<file path="config.mk">
export PLATFORM = sky130hd
export DESIGN_NAME = input_module
export DESIGN_NICKNAME = d
export VERILOG_FILES = /design/src/rtl/ravenoc_pkg.sv /design/src/rtl/vc_fifo.sv /design/src/rtl/input_module.sv
export SDC_FILE = /design/constraint.sdc
export NUM_CORES = 1
export LEC_CHECK = 0
export CAP_MARGIN = 10
export CORE_MARGIN = 3
export CORE_UTILIZATION = 40
export CTS_BUF_LIST = sky130_fd_sc_hd__clkbuf_4 sky130_fd_sc_hd__clkbuf_8
export CTS_CLUSTER_DIAMETER = 150
export CTS_CLUSTER_SIZE = 10
export DETAILED_ROUTE_END_ITERATION = 6
export GPL_TIMING_DRIVEN = 0
export PLACE_DENSITY = 0.69
export SLEW_MARGIN = 20
export SYNTH_ARGS = -nofsm -noshare
export SYNTH_HDL_FRONTEND = slang
export SYNTH_SLANG_ARGS = --single-unit
</file>
<file path="constraint.sdc">
create_clock -name clk -period 5.1 [get_ports clk]
set_input_delay 1.02 -clock clk [delete_from_list [all_inputs] [get_ports clk]]
set_output_delay 1.02 -clock clk [all_outputs]
set_load 0.005 [all_outputs]
</file>
<file path="src/rtl/ravenoc_pkg.sv">
// Shared types for the router ingress stage: flit layout, link request
// packing, one-hot route encoding and the XY route helper.
package ravenoc_pkg;

    localparam int COORD_W  = 4;
    localparam int FLIT_W   = 34;
    localparam int REQ_W    = 37;
    localparam int ROUTE_W  = 5;

    // One-hot route bit positions, {L,W,E,S,N} from MSB to LSB
    localparam int ROUTE_N  = 0;
    localparam int ROUTE_S  = 1;
    localparam int ROUTE_E  = 2;
    localparam int ROUTE_W_ = 3;
    localparam int ROUTE_L  = 4;

    typedef logic [FLIT_W-1:0]  flit_t;
    typedef logic [ROUTE_W-1:0] route_t;

    typedef enum logic [1:0] {
        HEAD      = 2'b00,
        BODY      = 2'b01,
        TAIL      = 2'b10,
        HEAD_TAIL = 2'b11
    } flit_type_t;

    typedef struct packed {
        flit_t      flit;
        logic [1:0] vc_id;
        logic       valid;
    } s_flit_req_t;

    typedef enum logic {
        ST_IDLE = 1'b0,
        ST_PKT  = 1'b1
    } pkt_state_t;

    // XY dimension-order routing: resolve X first, then Y, else local
    function automatic route_t xy_route(input logic [COORD_W-1:0] x_dst,
                                        input logic [COORD_W-1:0] y_dst,
                                        input logic [COORD_W-1:0] x_here,
                                        input logic [COORD_W-1:0] y_here);
        route_t r;
        r = '0;
        if (x_dst > x_here)      r[ROUTE_E]  = 1'b1;
        else if (x_dst < x_here) r[ROUTE_W_] = 1'b1;
        else if (y_dst > y_here) r[ROUTE_N]  = 1'b1;
        else if (y_dst < y_here) r[ROUTE_S]  = 1'b1;
        else                     r[ROUTE_L]  = 1'b1;
        return r;
    endfunction

endpackage

</file>
<file path="src/rtl/vc_fifo.sv">
// Single virtual-channel flit FIFO. The caller guarantees push is only
// asserted when there is room (or a pop happens in the same cycle) and pop
// only when not empty; push and pop together leave the count unchanged.
module vc_fifo #(
    parameter int WIDTH = 34,
    parameter int DEPTH = 4
) (
    input  logic             clk,
    input  logic             arst,
    input  logic             push,
    input  logic [WIDTH-1:0] din,
    input  logic             pop,
    output logic             full,
    output logic             empty,
    output logic [WIDTH-1:0] dout
);

    localparam int PTR_W = $clog2(DEPTH);

    logic [WIDTH-1:0] mem [DEPTH];
    logic [PTR_W-1:0] wr_ptr;
    logic [PTR_W-1:0] rd_ptr;
    logic [PTR_W:0]   count;

    // Pointer and occupancy bookkeeping
    always_ff @(posedge clk or posedge arst) begin
        if (arst) begin
            wr_ptr <= '0;
            rd_ptr <= '0;
            count  <= '0;
        end else begin
            if (push) wr_ptr <= wr_ptr + 1'b1;
            if (pop)  rd_ptr <= rd_ptr + 1'b1;
            case ({push, pop})
                2'b10:   count <= count + 1'b1;
                2'b01:   count <= count - 1'b1;
                default: count <= count;
            endcase
        end
    end

    // Storage array, no reset needed since empty gates the output
    always_ff @(posedge clk) begin
        if (push) mem[wr_ptr] <= din;
    end

    assign full  = (count == (PTR_W+1)'(DEPTH));
    assign empty = (count == '0);
    assign dout  = mem[rd_ptr];

endmodule

</file>
<file path="src/rtl/input_module.sv">
// Router ingress stage: per-VC flit buffering, XY route computation and a
// per-VC read-side packet tracker that holds the route for body/tail flits.
// Optional macro PKT_ERR_EN adds a write-side packet tracker that drops
// out-of-sequence flits and pulses err_o.
module input_module
    import ravenoc_pkg::*;
#(
    parameter int N_VC       = 3,
    parameter int FIFO_DEPTH = 4,
    parameter int ROUTER_X   = 0,
    parameter int ROUTER_Y   = 0
) (
    input  logic                  clk,
    input  logic                  arst,
    input  logic [REQ_W-1:0]      fin_req_i,
    output logic [N_VC-1:0]       fin_resp_o,
    output logic [N_VC*REQ_W-1:0] fout_req_o,
    output logic [N_VC*ROUTE_W-1:0] fout_route_o,
    input  logic [N_VC-1:0]       fout_resp_i,
    output logic                  err_o
);

    s_flit_req_t req_in;
    flit_type_t  in_type;
    logic [N_VC-1:0] full;
    logic [N_VC-1:0] empty;
    logic [N_VC-1:0] push;
    logic [N_VC-1:0] pop;
    logic            proto_bad;

    assign req_in  = s_flit_req_t'(fin_req_i);
    assign in_type = flit_type_t'(req_in.flit[33:32]);

`ifdef PKT_ERR_EN
    logic [N_VC-1:0] wr_pkt;
    logic            sel_pkt;
    logic            sel_hit;
    logic            err_q;

    // Protocol check against the addressed VC's write-side packet state
    always_comb begin
        sel_pkt = 1'b0;
        sel_hit = 1'b0;
        for (int v = 0; v < N_VC; v++) begin
            if (int'(req_in.vc_id) == v) begin
                sel_pkt = wr_pkt[v];
                sel_hit = 1'b1;
            end
        end
        if (sel_pkt) proto_bad = req_in.valid && sel_hit && (in_type == HEAD || in_type == HEAD_TAIL);
        else         proto_bad = req_in.valid && sel_hit && (in_type == BODY || in_type == TAIL);
    end

    // Write-side tracker advances only on accepted flits; err_o is a registered pulse
    always_ff @(posedge clk or posedge arst) begin
        if (arst) begin
            wr_pkt <= '0;
            err_q  <= 1'b0;
        end else begin
            err_q <= proto_bad;
            for (int v = 0; v < N_VC; v++) begin
                if (push[v]) begin
                    if (in_type == HEAD)      wr_pkt[v] <= 1'b1;
                    else if (in_type == TAIL) wr_pkt[v] <= 1'b0;
                end
            end
        end
    end

    assign err_o = err_q;
`else
    assign proto_bad = 1'b0;
    assign err_o     = 1'b0;
`endif

    // Write enables: a full FIFO still accepts when it pops in the same cycle
    always_comb begin
        for (int v = 0; v < N_VC; v++) begin
            push[v] = req_in.valid && (int'(req_in.vc_id) == v) && !proto_bad
                      && (!full[v] || pop[v]);
        end
    end

    assign fin_resp_o = ~full;

    for (genvar v = 0; v < N_VC; v++) begin : g_vc
        flit_t      head_flit;
        route_t     route_now;
        route_t     route_q;
        pkt_state_t rd_state;

        vc_fifo #(
            .WIDTH (FLIT_W),
            .DEPTH (FIFO_DEPTH)
        ) u_fifo (
            .clk   (clk),
            .arst  (arst),
            .push  (push[v]),
            .din   (req_in.flit),
            .pop   (pop[v]),
            .full  (full[v]),
            .empty (empty[v]),
            .dout  (head_flit)
        );

        assign pop[v]    = !empty[v] && fout_resp_i[v];
        assign route_now = xy_route(head_flit[31:28], head_flit[27:24],
                                    COORD_W'(ROUTER_X), COORD_W'(ROUTER_Y));

        // Read-side packet tracker: latch route on head pop, clear on tail pop
        always_ff @(posedge clk or posedge arst) begin
            if (arst) begin
                rd_state <= ST_IDLE;
                route_q  <= '0;
            end else if (pop[v]) begin
                case (flit_type_t'(head_flit[33:32]))
                    HEAD: begin
                        rd_state <= ST_PKT;
                        route_q  <= route_now;
                    end
                    TAIL, HEAD_TAIL: begin
                        rd_state <= ST_IDLE;
                        route_q  <= '0;
                    end
                    default: begin
                        rd_state <= rd_state;
                        route_q  <= route_q;
                    end
                endcase
            end
        end

        assign fout_req_o[v*REQ_W +: REQ_W] = empty[v] ? '0 : {head_flit, 2'(v), 1'b1};
        assign fout_route_o[v*ROUTE_W +: ROUTE_W] =
            empty[v] ? '0 : ((rd_state == ST_PKT) ? route_q : route_now);
    end

endmodule
</file>
Word level (Yosys, flattened, before mapping)
Memory sizes are Yosys's and may differ from the RTL's.
Cells that the tools add are included.
{"block": "classes", "reduce_logical": 37, "n_lt_le_gt_ge": 12, "addsub": 12, "bitwise_logic": 1, "eq_ne": 17, "n_mux": 57}
{"cell": "two-way mux 37 bit", "count": 3}
{"cell": "two-way mux 1 bit", "count": 30}
{"cell": "two-way mux 5 bit", "count": 6}
{"cell": "one-hot mux 5 bit (2 select lines)", "count": 3}
{"cell": "greater-than comparator 4 x 1 -> 1 bit (second input constant)", "count": 6}
{"cell": "< comparator 4 x 1 -> 1 bit (second input constant)", "count": 6}
{"cell": "== test 2 bit (second input constant)", "count": 11}
{"cell": "two-way mux 2 bit", "count": 9}
{"cell": "one-hot mux 3 bit (2 select lines)", "count": 3}
{"cell": "adder 2 x 1 -> 2 bit (second input constant)", "count": 6}
{"cell": "nonzero test 2 bit", "count": 6}
{"cell": "adder 3 x 1 -> 3 bit (second input constant)", "count": 3}
{"cell": "== test 3 bit (second input constant)", "count": 3}
{"cell": "logical AND 1 bit", "count": 9}
{"cell": "zero test 3 bit", "count": 3}
{"cell": "subtractor 3 x 1 -> 3 bit (second input constant)", "count": 3}
{"cell": "zero test 2 bit", "count": 4}
{"cell": "== test 2 x 1 -> 1 bit (second input constant)", "count": 3}
{"cell": "zero test 1 bit", "count": 6}
{"cell": "one-hot mux 1 bit (2 select lines)", "count": 3}
{"cell": "AND reduction 2 bit", "count": 3}
{"cell": "OR reduction 2 bit", "count": 3}
{"cell": "logical OR 1 bit", "count": 3}
{"cell": "inverter 3 bit", "count": 1}
{"block": "totals", "reg_bits": 39, "inputBits": 42, "out_inout_bits": 130, "elab_cells": 154, "ramBits": 408, "memories": 3}
{"name": "g_vc[0].u_fifo.mem", "words": 4, "word_bits": 34, "rd": 1, "rd_clocked_by_memory_dff": 0, "write_ports": 1, "line_no": "vc_fifo.sv:20", "source": "logic [WIDTH-1:0] mem [DEPTH];"}
{"name": "g_vc[1].u_fifo.mem", "words": 4, "word_bits": 34, "rd": 1, "rd_clocked_by_memory_dff": 0, "write_ports": 1, "line_no": "vc_fifo.sv:20"}
{"name": "g_vc[2].u_fifo.mem", "words": 4, "word_bits": 34, "rd": 1, "rd_clocked_by_memory_dff": 0, "write_ports": 1, "line_no": "vc_fifo.sv:20"}

Longest topological paths before layout
Gate-level depths: netlist (run 1).
An unclocked memory read counts as a cell.
{"block": "logic_depth", "ltp_word": 8, "depth_mapped": 10, "depth_no_buf": 10}

Hierarchy
Synthesis (run 1) repeated with hierarchy kept, for this count alone.
{"block": "hier_totals", "hier_cells": 869, "hier_area_um2": 17674.5}
{"mod": "vc_fifo", "seq_area_each_um2": 4259.1, "instances": 3, "cells_per_inst": 215, "area_per_inst_um2": 5362.6}
{"mod": "input_module", "seq_area_each_um2": 300.3, "instances": 1, "cells_per_inst": 224, "area_per_inst_um2": 1586.5}

Worst setup path before layout (run 1)
Ideal clock, no wire load.
{"block": "synth_timing", "kind": "input-to-reg", "startpoint": "input port fin_req_i[2]", "endpoint": "memory g_vc[0].u_fifo.mem[0][0], enable pin", "slack_ps": 1927, "setup_time_ps": 394, "n_path_buf": 1, "stages": 4, "arrival_ps": 2779, "path_cell_list": "or3b_1 -> buf_2 -> a31oi_1 -> and2_1"}
{"block": "synth_via", "elab_chain_len": 5}
{"item": "start: declaration", "line_no": "input_module.sv:15", "source": "input logic [REQ_W-1:0] fin_req_i,"}
{"item": "zero test 2 bit", "line_no": "input_module.sv:79", "source": "push[v] = req_in.valid && (int'(req_in.vc_id) == v) && !proto_bad"}
{"item": "logical AND 1 bit", "line_no": "input_module.sv:79"}
{"item": "logical AND 1 bit", "line_no": "input_module.sv:80", "source": "&& (!full[v] || pop[v]);"}
{"item": "two-way mux 1 bit", "line_no": "vc_fifo.sv:44", "source": "if (push) mem[wr_ptr] <= din;"}
{"item": "two-way mux 1 bit (not written as such)", "line_no": "vc_fifo.sv:44"}
{"item": "end: declaration", "line_no": "vc_fifo.sv:20"}
No other way between the ends.

Final worst setup path (run 1)
{"block": "layout_timing", "startpoint": "register g_vc[1].u_fifo.count[0]", "endpoint": "output port fout_req_o[62]"}
{"block": "layout_via", "elab_chain_len": 2}
{"item": "start: declaration", "line_no": "vc_fifo.sv:23", "source": "logic [PTR_W:0] count;"}
{"item": "start signal: assignment", "line_no": "vc_fifo.sv:35", "source": "2'b10: count <= count + 1'b1;"}
{"item": "start signal: assignment", "line_no": "vc_fifo.sv:36", "source": "2'b01: count <= count - 1'b1;"}
{"item": "start signal: assignment", "line_no": "vc_fifo.sv:37", "source": "default: count <= count;"}
{"item": "zero test 3 bit", "line_no": "vc_fifo.sv:48", "source": "assign empty = (count == '0);"}
{"item": "two-way mux 37 bit", "line_no": "input_module.sv:133", "source": "assign fout_req_o[v*REQ_W +: REQ_W] = empty[v] ? '0 : {head_flit, 2'(v), 1'b1};"}
{"item": "end: declaration", "line_no": "input_module.sv:17", "source": "output logic [N_VC*REQ_W-1:0] fout_req_o,"}
No other way between the ends.

==> results.py, run 1 <==
metrics = {
    "min_path": {
        "worstHoldPathType": "flop to flop",
    },
    "logic_synthesis": {
        "synthCells": 890,
        "synth_fa_ha_area_share_pct": 1.260,
        "yosys_register_bits": 441,
        "ys_types": 50,
        "async_flop_share_pct": 7.483,
        "synth_compound_area_share_pct": 1.550,
        "netlist_area_um2": 17680,
        "yosys.area_share.simple_pct": 6.745,
        "synth_edf_count": 408,
        "synth_top_family_by_area": "multiplexers",
        "synth-seq-area-share_pct": 73.98,
        "postSynthAreaPerCell_um2": 19.86,
        "synth_ff_type": "edfxtp_1",
        "synthMuxAreaShare_pct": 13.26,
        "synth_xor_area_share_pct": 0.8422,
        "yosysWarnings": 0,
    },
    "timing": {
        "tns_ns": 0,
        "period_share_pct": 93.37,
        "relSlewSlack_pct": 37.39,
        "worst_pin_slew_ns": 0.9391,
        "report.final.slew_viol_count": 0,
        "setup-violations-final": 0,
        "rsz0062_at_grt": "no",
        "skew_ns": 0.04513,
        "setup_ws_ns": 0.3382,
        "hold_ws_ns": 0.4960,
        "final_hold_viol_count": 0,
        "fmax_ghz": 0.2100,
        "period_minus_slack_ns": 4.762,
    },
    "grt": {
        "grt_max_degree": 25,
        "met2_usage_pct": 27.80,
        "grt_util_all_layers_pct": 16.83,
        "busiest_layer": "met2",
        "overflow": 0,
        "use_met1_pct": 23.77,
        "use_met3_pct": 2.776,
        "grt_pass1_vias": 9229,
        "antenna_found_initial": 0,
        "grt_pass1_wl_mm": 58.73,
    },
    "routing": {
        "routed_wl_mm": 39.32,
        "wl_per_cell_um": 22.68,
        "drt_iter0_markers": 729,
        "first_pass_iters": 5,
        "via_per_inst": 5.160,
        "num_vias": 8947,
        "drc_errors": 0,
        "drt.antenna.violating_nets": 0,
    },
    "pwr": {
        "p_seq_share_pct": 39.8,
        "p_switching_mw": 3.349,
        "ir_worst_vdd_mv": 0.2402,
        "clkPwrFrac_pct": 20.5,
        "p_per_area_nw_per_um2": 518.7,
        "p_int_mw": 7.680,
        "power_frac_comb_pct": 39.7,
        "leakage_nw": 7.004,
        "p_sw_share_pct": 30.37,
    },
    "floorplan": {
        "die_y_um": 216.2,
        "dieWidth_um": 216.2,
        "initial_core_util_pct": 40.77,
        "core_um2": 43360,
        "die_area_um2": 46750,
        "rows": 76,
        "pin_count": 172,
    },
    "place": {
        "io_buffers": 159,
        "gp_congestion": 0.7248,
        "placed_cell_area_um2": 20360,
        "pre_cts_slack_ns": 0.8353,
        "post-dp-hpwl_mm": 26.24,
        "placed_cells": 1657,
    },
    "clock_tree": {
        "path_clk_slew_ns": 0.08,
        "cts.sinks": 441,
        "htreeDepth": 2,
        "postCtsSetupBuffers": 0,
        "insertion_delay_ns": 0.60,
        "cts_root_buf": "clkbuf_8",
        "clk_path_buf_depth": 3,
        "cts.hold.buffers_added": 0,
        "cts_inserted_buffers": 50,
        "cts_tree": "yes",
        "post_cts_resized": 0,
    },
    "worst_setup_path": {
        "cpMostUsedCell": "clkbuf_1",
        "path_class": "flop to output pin",
        "critical_path_required_ns": 4.08,
        "crit_family": "buffers and inverters",
        "cp_max_fo": 10,
        "critPathArrivalTime_ns": 3.74,
        "worstPathCellList": "nor3_1 > clkbuf_1 > clkbuf_1 > nor2b_1 > clkdlybuf4s50_1",
        "slowest_stage": "nor3_1",
        "crit_buf_inv": 3,
        "crit_path_end_kind": "output pin",
        "start_kind": "flop",
        "cpPeakStageDelay_ns": 0.75,
    },
    "cells_and_area": {
        "nets": 1182,
        "num-fill-cells": 3608,
        "layout_common_cells": "408 x edfxtp_1, 159 x clkdlybuf4s50_1, 102 x nor2b_1",
        "syn_to_final_growth_pct": 20.27,
        "regArea_um2": 13080,
        "layout.cells.non_filler": 1734,
        "drive_gt1_share_pct": 21.32,
        "finalInstanceArea_um2": 21260,
        "multi_input_area_um2": 4239,
        "final_common_cell": "edfxtp_1",
        "insertedDiodeCount": 0,
    },
    "job": {
        "cap_violations": 0,
    },
    "run_status": {
        "status": "finished clean",
    },
}
==> cell usage after synthesis, types with 2 or more instances <==
library cell | count | area, um^2
o21a_1 | 3 | 22.52
buf_4 | 13 | 97.59
nor4_4 | 3 | 63.81
and2_1 | 12 | 75.07
nand3_1 | 6 | 30.03
or4_4 | 3 | 33.78
a21oi_1 | 17 | 85.08
o2bb2ai_1 | 6 | 52.55
clkbuf_1 | 17 | 63.81
edfxtp_1 | 408 | 12250
nor2b_1 | 102 | 638.1
inv_1 | 26 | 97.59
mux4_1 | 7 | 183.9
nand2_1 | 26 | 97.59
nor4_2 | 2 | 25.02
nand3b_1 | 7 | 52.55
xor2_1 | 5 | 43.79
buf_2 | 16 | 80.08
nor4_1 | 4 | 25.02
nor2_1 | 12 | 45.04
xnor2_1 | 12 | 105.1
fa_1 | 3 | 60.06
a22o_1 | 3 | 26.28
a31oi_1 | 2 | 12.51
mux4_2 | 95 | 2140
o21ai_1 | 3 | 15.01
dfrtp_1 | 33 | 825.8
nor3_1 | 3 | 15.01
o211ai_1 | 2 | 15.01
buf_6 | 5 | 56.30
o2111ai_1 | 2 | 17.52
o21ai_0 | 2 | 10.01
ha_1 | 13 | 162.7
==> worst reg2reg max path, cell delays in order, from the launching register on <==
cell	delay [ns]
dfrtp_1	0.45
nor3_1	0.18
nor2_1	0.44
nand2_1	0.14
fa_1	0.45
or3_1	0.38
and3_1	0.19
a211o_1	0.27
==> area by class of cell <==
type | count | share of cell area [%]
Clock buffer | 74 | 4.113
Tap cell | 585 | 3.443
Inverter | 26 | 0.4590
Sequential cell | 441 | 61.51
Multi-Input combinational cell | 380 | 19.94
Buffer | 53 | 1.489
Clock inverter | 3 | 0.1295
Timing Repair Buffer | 172 | 8.921
==> cells by family (layout without fill, tap and decap cells) <==
group,after synthesis,in the layout
adders and majority gates,16,16
AOI/OAI and AO/OA,42,42
DFF,441,441
and+or+nand+nor,190,190
xor gates and xnor gates,17,17
muxes,104,104
other,1,11
buffers and inverters,79,328
==> power groups by stage <==
| stage | Clock (mW) | Combinational [mW] | Sequential (mW) |
|---|---|---|---|
| floorplan | 0 | 2.31 | 4.43 |
| global placement | 0 | 4.36 | 4.46 |
| detailed placement | 0 | 4.47 | 4.46 |
| CTS | 2.32 | 4.49 | 4.38 |
| global route | 2.48 | 4.75 | 4.41 |
| finish | 2.26 | 4.38 | 4.39 |
==> per-layer routing <==
metal	wire [um]	up-vias	part of all wire [%]
li1	-	3934	-
met1	17100	4683	43
met2	19530	282	50
met3	2051	48	5.2
met4	636	0	1.6
met5	0	-	0
==> worst paths after layout <==
| check | from | endpoint | slack [ns] | cells past startpoint |
|---|---|---|---|---|
| setup / recovery | g_vc[1].u_fifo.count[0]$_DFFE_PP0P_ | fout_req_o[62] | 0.34 | 5 |
| hold / removal | g_vc[1].u_fifo.count[2]$_DFFE_PP0P_ | g_vc[1].u_fifo.count[2]$_DFFE_PP0P_ | 0.50 | 1 |
| setup reg to reg | g_vc[0].u_fifo.count[2]$_DFFE_PP0P_ | g_vc[0].u_fifo.count[2]$_DFFE_PP0P_ | 2.49 | 7 |
| hold reg to reg | g_vc[1].u_fifo.count[2]$_DFFE_PP0P_ | g_vc[1].u_fifo.count[2]$_DFFE_PP0P_ | 0.50 | 1 |
| max in group asynchronous | arst | g_vc[0].u_fifo.wr_ptr[1]$_DFFE_PP0P_ | 3.96 | 3 |
| min in group asynchronous | arst | g_vc[2].u_fifo.count[1]$_DFFE_PP0P_ | 0.69 | 2 |
==> flip-flops by register name, indices dropped and copies added (netlist names) <==
name,count
g_vc.u_fifo.rd_ptr,6
g_vc.route_q,9
g_vc.u_fifo.mem,408
g_vc.u_fifo.count,9
g_vc.u_fifo.wr_ptr,6
g_vc.rd_state,3
==> stage by stage <==
| stage | util, % | total power [mW] |
|---|---|---|
| after global routing | 49.03 | 11.64 |
| final | 49.03 | 11.03 |
| after CTS | 49.03 | 11.20 |
| after floorplan | - | 6.742 |
| after global placement | 46.21 | 8.817 |
| after detailed placement | 46.95 | 8.928 |
Note: power is estimated with default switching activity, not from simulation.
==> inputs of run 2 (changes only) <==
ABC_AREA = 1   (was not set)
CTS_BUF_LIST = sky130_fd_sc_hd__clkbuf_4 sky130_fd_sc_hd__clkbuf_8 sky130_fd_sc_hd__clkbuf_16   (was sky130_fd_sc_hd__clkbuf_4 sky130_fd_sc_hd__clkbuf_8)
==> results.py, run 2 <==
metrics = {
    "run_status": {
        "status": "finished clean",
    },
    "floorplan": {
        "dieWidth_um": 218.4,
        "die_y_um": 218.4,
        "die_area_um2": 47680,
        "initial_core_util_pct": 40.61,
        "rows": 77,
        "core_um2": 44410,
        "pin_count": 172,
    },
    "grt": {
        "grt_util_all_layers_pct": 18.24,
        "grt_max_degree": 28,
        "grt_pass1_vias": 11580,
        "antenna_found_initial": 3,
        "overflow": 0,
        "grt_pass1_wl_mm": 66.96,
    },
    "timing": {
        "setup-violations-final": 0,
        "tns_ns": 0,
        "period_minus_slack_ns": 3.882,
        "rsz0062_at_grt": "no",
        "relSlewSlack_pct": 28.48,
        "fmax_ghz": 0.2576,
        "worst_pin_slew_ns": 1.066,
        "skew_ns": 0.01424,
        "setup_ws_ns": 1.218,
        "period_share_pct": 76.11,
        "final_hold_viol_count": 0,
        "report.final.slew_viol_count": 0,
    },
    "routing": {
        "routed_wl_mm": 43.81,
        "drt_iter0_markers": 1063,
        "drc_errors": 0,
        "first_pass_iters": 5,
        "wl_per_cell_um": 18.59,
        "num_vias": 11760,
        "via_per_inst": 4.991,
        "drt.antenna.violating_nets": 0,
    },
    "cells_and_area": {
        "largest_reg_flops": 408,
        "syn_to_final_growth_pct": 23.66,
        "top_register": "g_vc.u_fifo.mem",
        "finalInstanceArea_um2": 22310,
        "num-fill-cells": 3754,
        "final_common_cell": "edfxtp_1",
        "nets": 1800,
        "drive_gt1_share_pct": 11.63,
        "layout_common_cells": "408 x edfxtp_1, 332 x nor2_1, 195 x nand2_1",
        "reg_top3": "g_vc.u_fifo.mem: 408 flops, g_vc.route_q: 9 flops, g_vc.u_fifo.count: 9 flops",
        "layout.cells.non_filler": 2356,
    },
    "logic_synthesis": {
        "synthCells": 1507,
        "synth.most_common_cell": "edfxtp_1",
        "synth_edf_count": 408,
        "synth_commonest_cells": "408 x edfxtp_1, 344 x nor2_1, 195 x nand2_1, 162 x o21ai_0, 83 x a21oi_1",
        "netlist.area_leader.share_pct": 67.92,
        "yosys_register_bits": 441,
        "synth_top_cell_by_area": "edfxtp_1",
        "yosysWarnings": 0,
        "synth-seq-area-share_pct": 72.50,
        "async_flop_share_pct": 7.483,
        "postSynthAreaPerCell_um2": 11.97,
        "synth_ff_type": "edfxtp_1",
        "netlist_area_um2": 18040,
        "ys_types": 32,
        "yosys-top-cells-area": "edfxtp_1 68%, nor2_1 7.2%, dfrtp_1 4.6%",
    },
    "worst_setup_path": {
        "cp_max_fo": 10,
        "reg2reg_slack_ns": 2.64,
        "path_class": "flop to output pin",
        "slowest_stage": "clkdlybuf4s50_1",
        "worstPathCellList": "buf_2 > inv_1 > buf_4 > buf_2 > nor2_1 > o21ai_0 > a21oi_1 > clkdlybuf4s50_1",
        "crit_family": "buffers and inverters",
        "r2r_start": "g_vc[1].u_fifo.count[0]$_DFFE_PP0P_",
        "cpPeakStageDelay_ns": 0.58,
        "crit_buf_inv": 5,
        "critical_path_required_ns": 4.08,
        "reg2reg_depth": 9,
        "r2r_end": "g_vc[1].u_fifo.count[2]$_DFFE_PP0P_",
        "start_kind": "flop",
        "critPathArrivalTime_ns": 2.86,
        "cpMostUsedCell": "buf_2",
        "crit_path_end_kind": "output pin",
    },
    "pwr": {
        "ir_worst_vdd_mv": 0.3133,
        "p_per_area_nw_per_um2": 580.2,
        "leakage_nw": 8.035,
    },
    "min_path": {
        "worstHoldStart": "g_vc[2].u_fifo.count[0]$_DFFE_PP0P_",
        "min_path_cells": 1,
        "worstHoldPathType": "flop to flop",
        "min_to": "g_vc[2].u_fifo.count[0]$_DFFE_PP0P_",
    },
    "clock_tree": {
        "cts_tree": "yes",
        "cts_root_buf": "clkbuf_16",
        "htreeDepth": 2,
        "path_clk_slew_ns": 0.06,
        "clk_path_buf_depth": 3,
        "post_cts_resized": 0,
        "postCtsSetupBuffers": 0,
        "insertion_delay_ns": 0.55,
        "cts.sinks": 441,
        "cts.hold.buffers_added": 0,
        "cts_inserted_buffers": 50,
    },
    "place": {
        "post-dp-hpwl_mm": 30.75,
        "pre_cts_slack_ns": 0.9795,
        "io_buffers": 160,
        "placed_cells": 2282,
        "gp_congestion": 0.8126,
        "placed_cell_area_um2": 20840,
    },
    "job": {
        "cap_violations": 0,
    },
}
run 2: changes by cell type after synthesis, sizes merged, moves of 70 or more:
cell	delta
mux4	-102
nor2b	-102
nor2	+337
nand2	+183
a21oi	+70
o21ai	+167
run 2: worst max path at each step:
stage                                          from                            endpoint  slack [ns]  depth (start not counted)
2_1_floorplan                          fin_req_i[0]  g_vc[2].u_fifo.mem[0][0]$_DFFE_PP_        1.68                          4
3_3_place_gp                           fin_req_i[1]  g_vc[0].u_fifo.mem[3][8]$_DFFE_PP_       -0.66                          4
3_5_place_dp                           fin_req_i[1]  g_vc[0].u_fifo.mem[3][8]$_DFFE_PP_        0.98                          5
4_1_cts         g_vc[0].u_fifo.count[0]$_DFFE_PP0P_                       fout_req_o[9]        1.17                          6
5_1_grt         g_vc[0].u_fifo.count[1]$_DFFE_PP0P_                       fout_req_o[8]        1.03                          6
6_report       g_vc[0].u_fifo.rd_ptr[1]$_DFFE_PP0P_                       fout_req_o[8]        1.22                          8
run 2: per-stage QoR:
stage	utilization [%]	power [mW]	hold WS, ns
global placement	45.97	9.669	0.4529
global route	50.22	13.75	0.4863
CTS	50.22	13.07	0.4739
finish	50.22	12.94	0.4739
floorplan	-	7.134	0.4416
detailed placement	46.93	9.845	0.4593
run 2: area by class of cell:
| class | count | area (um^2) | area share, % |
|---|---|---|---|
| sequential | 441 | 13080 | 58.63 |
| multi-input combinational | 926 | 4344 | 19.47 |
| timing repair buffer | 173 | 1937 | 8.683 |
| clock buffer | 70 | 1419 | 6.361 |
| tap | 592 | 740.7 | 3.321 |
| buffer | 88 | 511.7 | 2.294 |
| inverter | 62 | 232.7 | 1.043 |
| clock inverter | 3 | 41.29 | 0.1851 |
| antenna | 1 | 2.502 | 0.01122 |
run 2: kinds of logic after synthesis:
family | after synthesis | synth area share [%]
simple gates | 628 | 14.14
xor+xnor | 11 | 0.5341
buf+inv | 150 | 4.127
fa+ha+maj | 16 | 1.235
compound gates | 260 | 7.443
other cells | 1 | 0.02079
flops | 441 | 72.50
run 2: power by group:
group	switching [mW]	total, mW	internal, mW
Clock	1.30	3.21	1.91
Combinational	3.04	5.37	2.33
Sequential	0.103	4.36	4.26
Total	4.44	12.9	8.50
run 2: routing by layer:
metal | track usage, % | part of all wire [%] | wire, um | up-vias
met1 | 24.14 | 42 | 18600 | 5657
met5 | 0 | 0.016 | 7 | -
met4 | 5.871 | 2.6 | 1132 | 2
li1 | - | - | - | 5637
met2 | 30.39 | 48 | 21170 | 403
met3 | 3.601 | 6.6 | 2894 | 60
==> inputs of run 3 (changes only) <==
clock period = 3.7 ns   (was 5.1 ns; I/O delays follow)
==> results.py, run 3 (same netlist as run 2, synthesis figures left out) <==
metrics = {
    "routing": {
        "top_layer": "met5",
        "wl_per_cell_um": 18.60,
        "dr_wl_met3_mm": 2.820,
        "drt.antenna.violating_nets": 0,
        "via_per_inst": 5.007,
        "drc_errors": 0,
        "wl_met1_mm": 18.66,
        "first_pass_iters": 5,
        "drt_iter0_markers": 1058,
        "wl_met2_mm": 21.18,
        "num_vias": 11800,
        "routed_wl_mm": 43.83,
    },
    "grt": {
        "grt_util_all_layers_pct": 18.24,
        "antenna_found_initial": 3,
        "grt_max_degree": 28,
        "overflow": 0,
        "grt_pass1_vias": 11580,
        "grt_pass1_wl_mm": 66.96,
    },
    "cells_and_area": {
        "nets": 1800,
        "final_common_cell": "edfxtp_1",
        "reg_top3": "g_vc.u_fifo.mem: 408 flops, g_vc.route_q: 9 flops, g_vc.u_fifo.count: 9 flops",
        "regArea_um2": 13080,
        "syn_to_final_growth_pct": 23.77,
        "multi_input_area_um2": 4355,
        "top_register": "g_vc.u_fifo.mem",
        "layout_common_cells": "408 x edfxtp_1, 332 x nor2_1, 195 x nand2_1",
        "drive_gt1_share_pct": 11.97,
        "num-fill-cells": 3752,
        "largest_reg_flops": 408,
    },
    "clock_tree": {
        "insertion_delay_ns": 0.56,
        "htreeDepth": 2,
        "cts_root_buf": "clkbuf_16",
        "cts.hold.buffers_added": 0,
        "path_clk_slew_ns": 0.06,
        "cts.sinks": 441,
        "postCtsSetupBuffers": 0,
        "cts_tree": "yes",
        "cts_inserted_buffers": 50,
        "clk_path_buf_depth": 3,
    },
    "floorplan": {
        "dieWidth_um": 218.4,
        "core_um2": 44410,
        "rows": 77,
        "die_y_um": 218.4,
        "die_area_um2": 47680,
        "pin_count": 172,
        "initial_core_util_pct": 40.61,
    },
    "timing": {
        "rsz0062_at_grt": "no",
        "fmax_ghz": 0.2791,
        "worst_pin_slew_ns": 1.071,
        "setup_ws_ns": 0.1167,
        "period_minus_slack_ns": 3.583,
        "report.final.slew_viol_count": 0,
        "setup-violations-final": 0,
        "skew_ns": 0.01604,
        "period_share_pct": 96.84,
        "final_hold_viol_count": 0,
        "relSlewSlack_pct": 28.12,
        "tns_ns": 0,
    },
    "pwr": {
        "p_per_area_nw_per_um2": 800.0,
        "ir_worst_vdd_mv": 0.4315,
        "total_power_mw": 17.86,
        "leakage_nw": 8.034,
    },
    "worst_setup_path": {
        "slowest_stage": "clkdlybuf4s50_1",
        "crit_family": "buffers and inverters",
        "cpMostUsedCell": "buf_2",
        "crit_path_end_kind": "output pin",
        "critPathArrivalTime_ns": 2.84,
        "crit_buf_inv": 5,
        "critical_path_required_ns": 2.96,
        "worstPathCellList": "buf_2 > inv_1 > buf_4 > buf_2 > nor2_1 > o21ai_0 > a21oi_1 > clkdlybuf4s50_1",
        "cpPeakStageDelay_ns": 0.58,
        "start_kind": "flop",
        "cp_max_fo": 10,
        "path_class": "flop to output pin",
    },
    "place": {
        "post-dp-hpwl_mm": 30.75,
        "pre_cts_slack_ns": -0.1405,
        "gp_congestion": 0.8126,
        "io_buffers": 160,
    },
    "job": {
        "cap_violations": 0,
    },
    "min_path": {
        "worstHoldPathType": "flop to flop",
    },
    "run_status": {
        "status": "finished clean",
    },
}
run 3: timing repair:
action | 4_1_cts | 5_1_grt
resized for setup | 0 | 7
hold endpoints to repair | 0 | 0
setup endpoints to repair | 0 | 10
run 3: cell type report:
type	count	share of cell area (%)
multi-input combinational	926	19.51
clock inverter	3	0.1849
antenna	1	0.01121
sequential	441	58.57
buffer	88	2.298
inverter	62	1.076
tap	592	3.318
clock buffer	70	6.355
timing repair buffer	173	8.675
run 3: power breakdown:
group          switching (mW)  internal (mW)  total, mW
Clock                    1.79           2.64       4.43
Combinational            4.21           3.22       7.43
Sequential              0.141           5.87       6.01
run 3: stage by stage:
step / area, um^2 / hold WS, ns / cells / utilization (%)
floorplan: 18080 / 0.4416 / 1517 / -
global placement: 20420 / 0.4529 / 2269 / 45.97
detailed placement: 20840 / 0.4593 / 2282 / 46.93
CTS: 22300 / 0.4739 / 2355 / 50.22
global route: 22320 / 0.4863 / 2355 / 50.26
finish: 22330 / 0.4738 / 2356 / 50.27
run 3: worst paths after layout:
path	cells past startpoint	slack, ns	endpoint	startpoint
worst min register to register	1	0.47	g_vc[2].u_fifo.count[0]$_DFFE_PP0P_	g_vc[2].u_fifo.count[0]$_DFFE_PP0P_
min in group asynchronous	2	0.49	g_vc[0].u_fifo.count[0]$_DFFE_PP0P_	arst
worst min-delay path	1	0.47	g_vc[2].u_fifo.count[0]$_DFFE_PP0P_	g_vc[2].u_fifo.count[0]$_DFFE_PP0P_
worst max register to register	9	1.24	g_vc[1].u_fifo.count[2]$_DFFE_PP0P_	g_vc[1].u_fifo.count[0]$_DFFE_PP0P_
max in group asynchronous	3	2.74	g_vc[1].u_fifo.wr_ptr[1]$_DFFE_PP0P_	arst
worst max-delay path	8	0.12	fout_req_o[100]	g_vc[2].u_fifo.rd_ptr[1]$_DFFE_PP0P_
run 3: per-layer routing:
layer | track usage (%) | vias to the layer above
li1 | - | 5636
met1 | 24.14 | 5684
met2 | 30.39 | 410
met3 | 3.601 | 64
met4 | 5.871 | 2
met5 | 0 | -
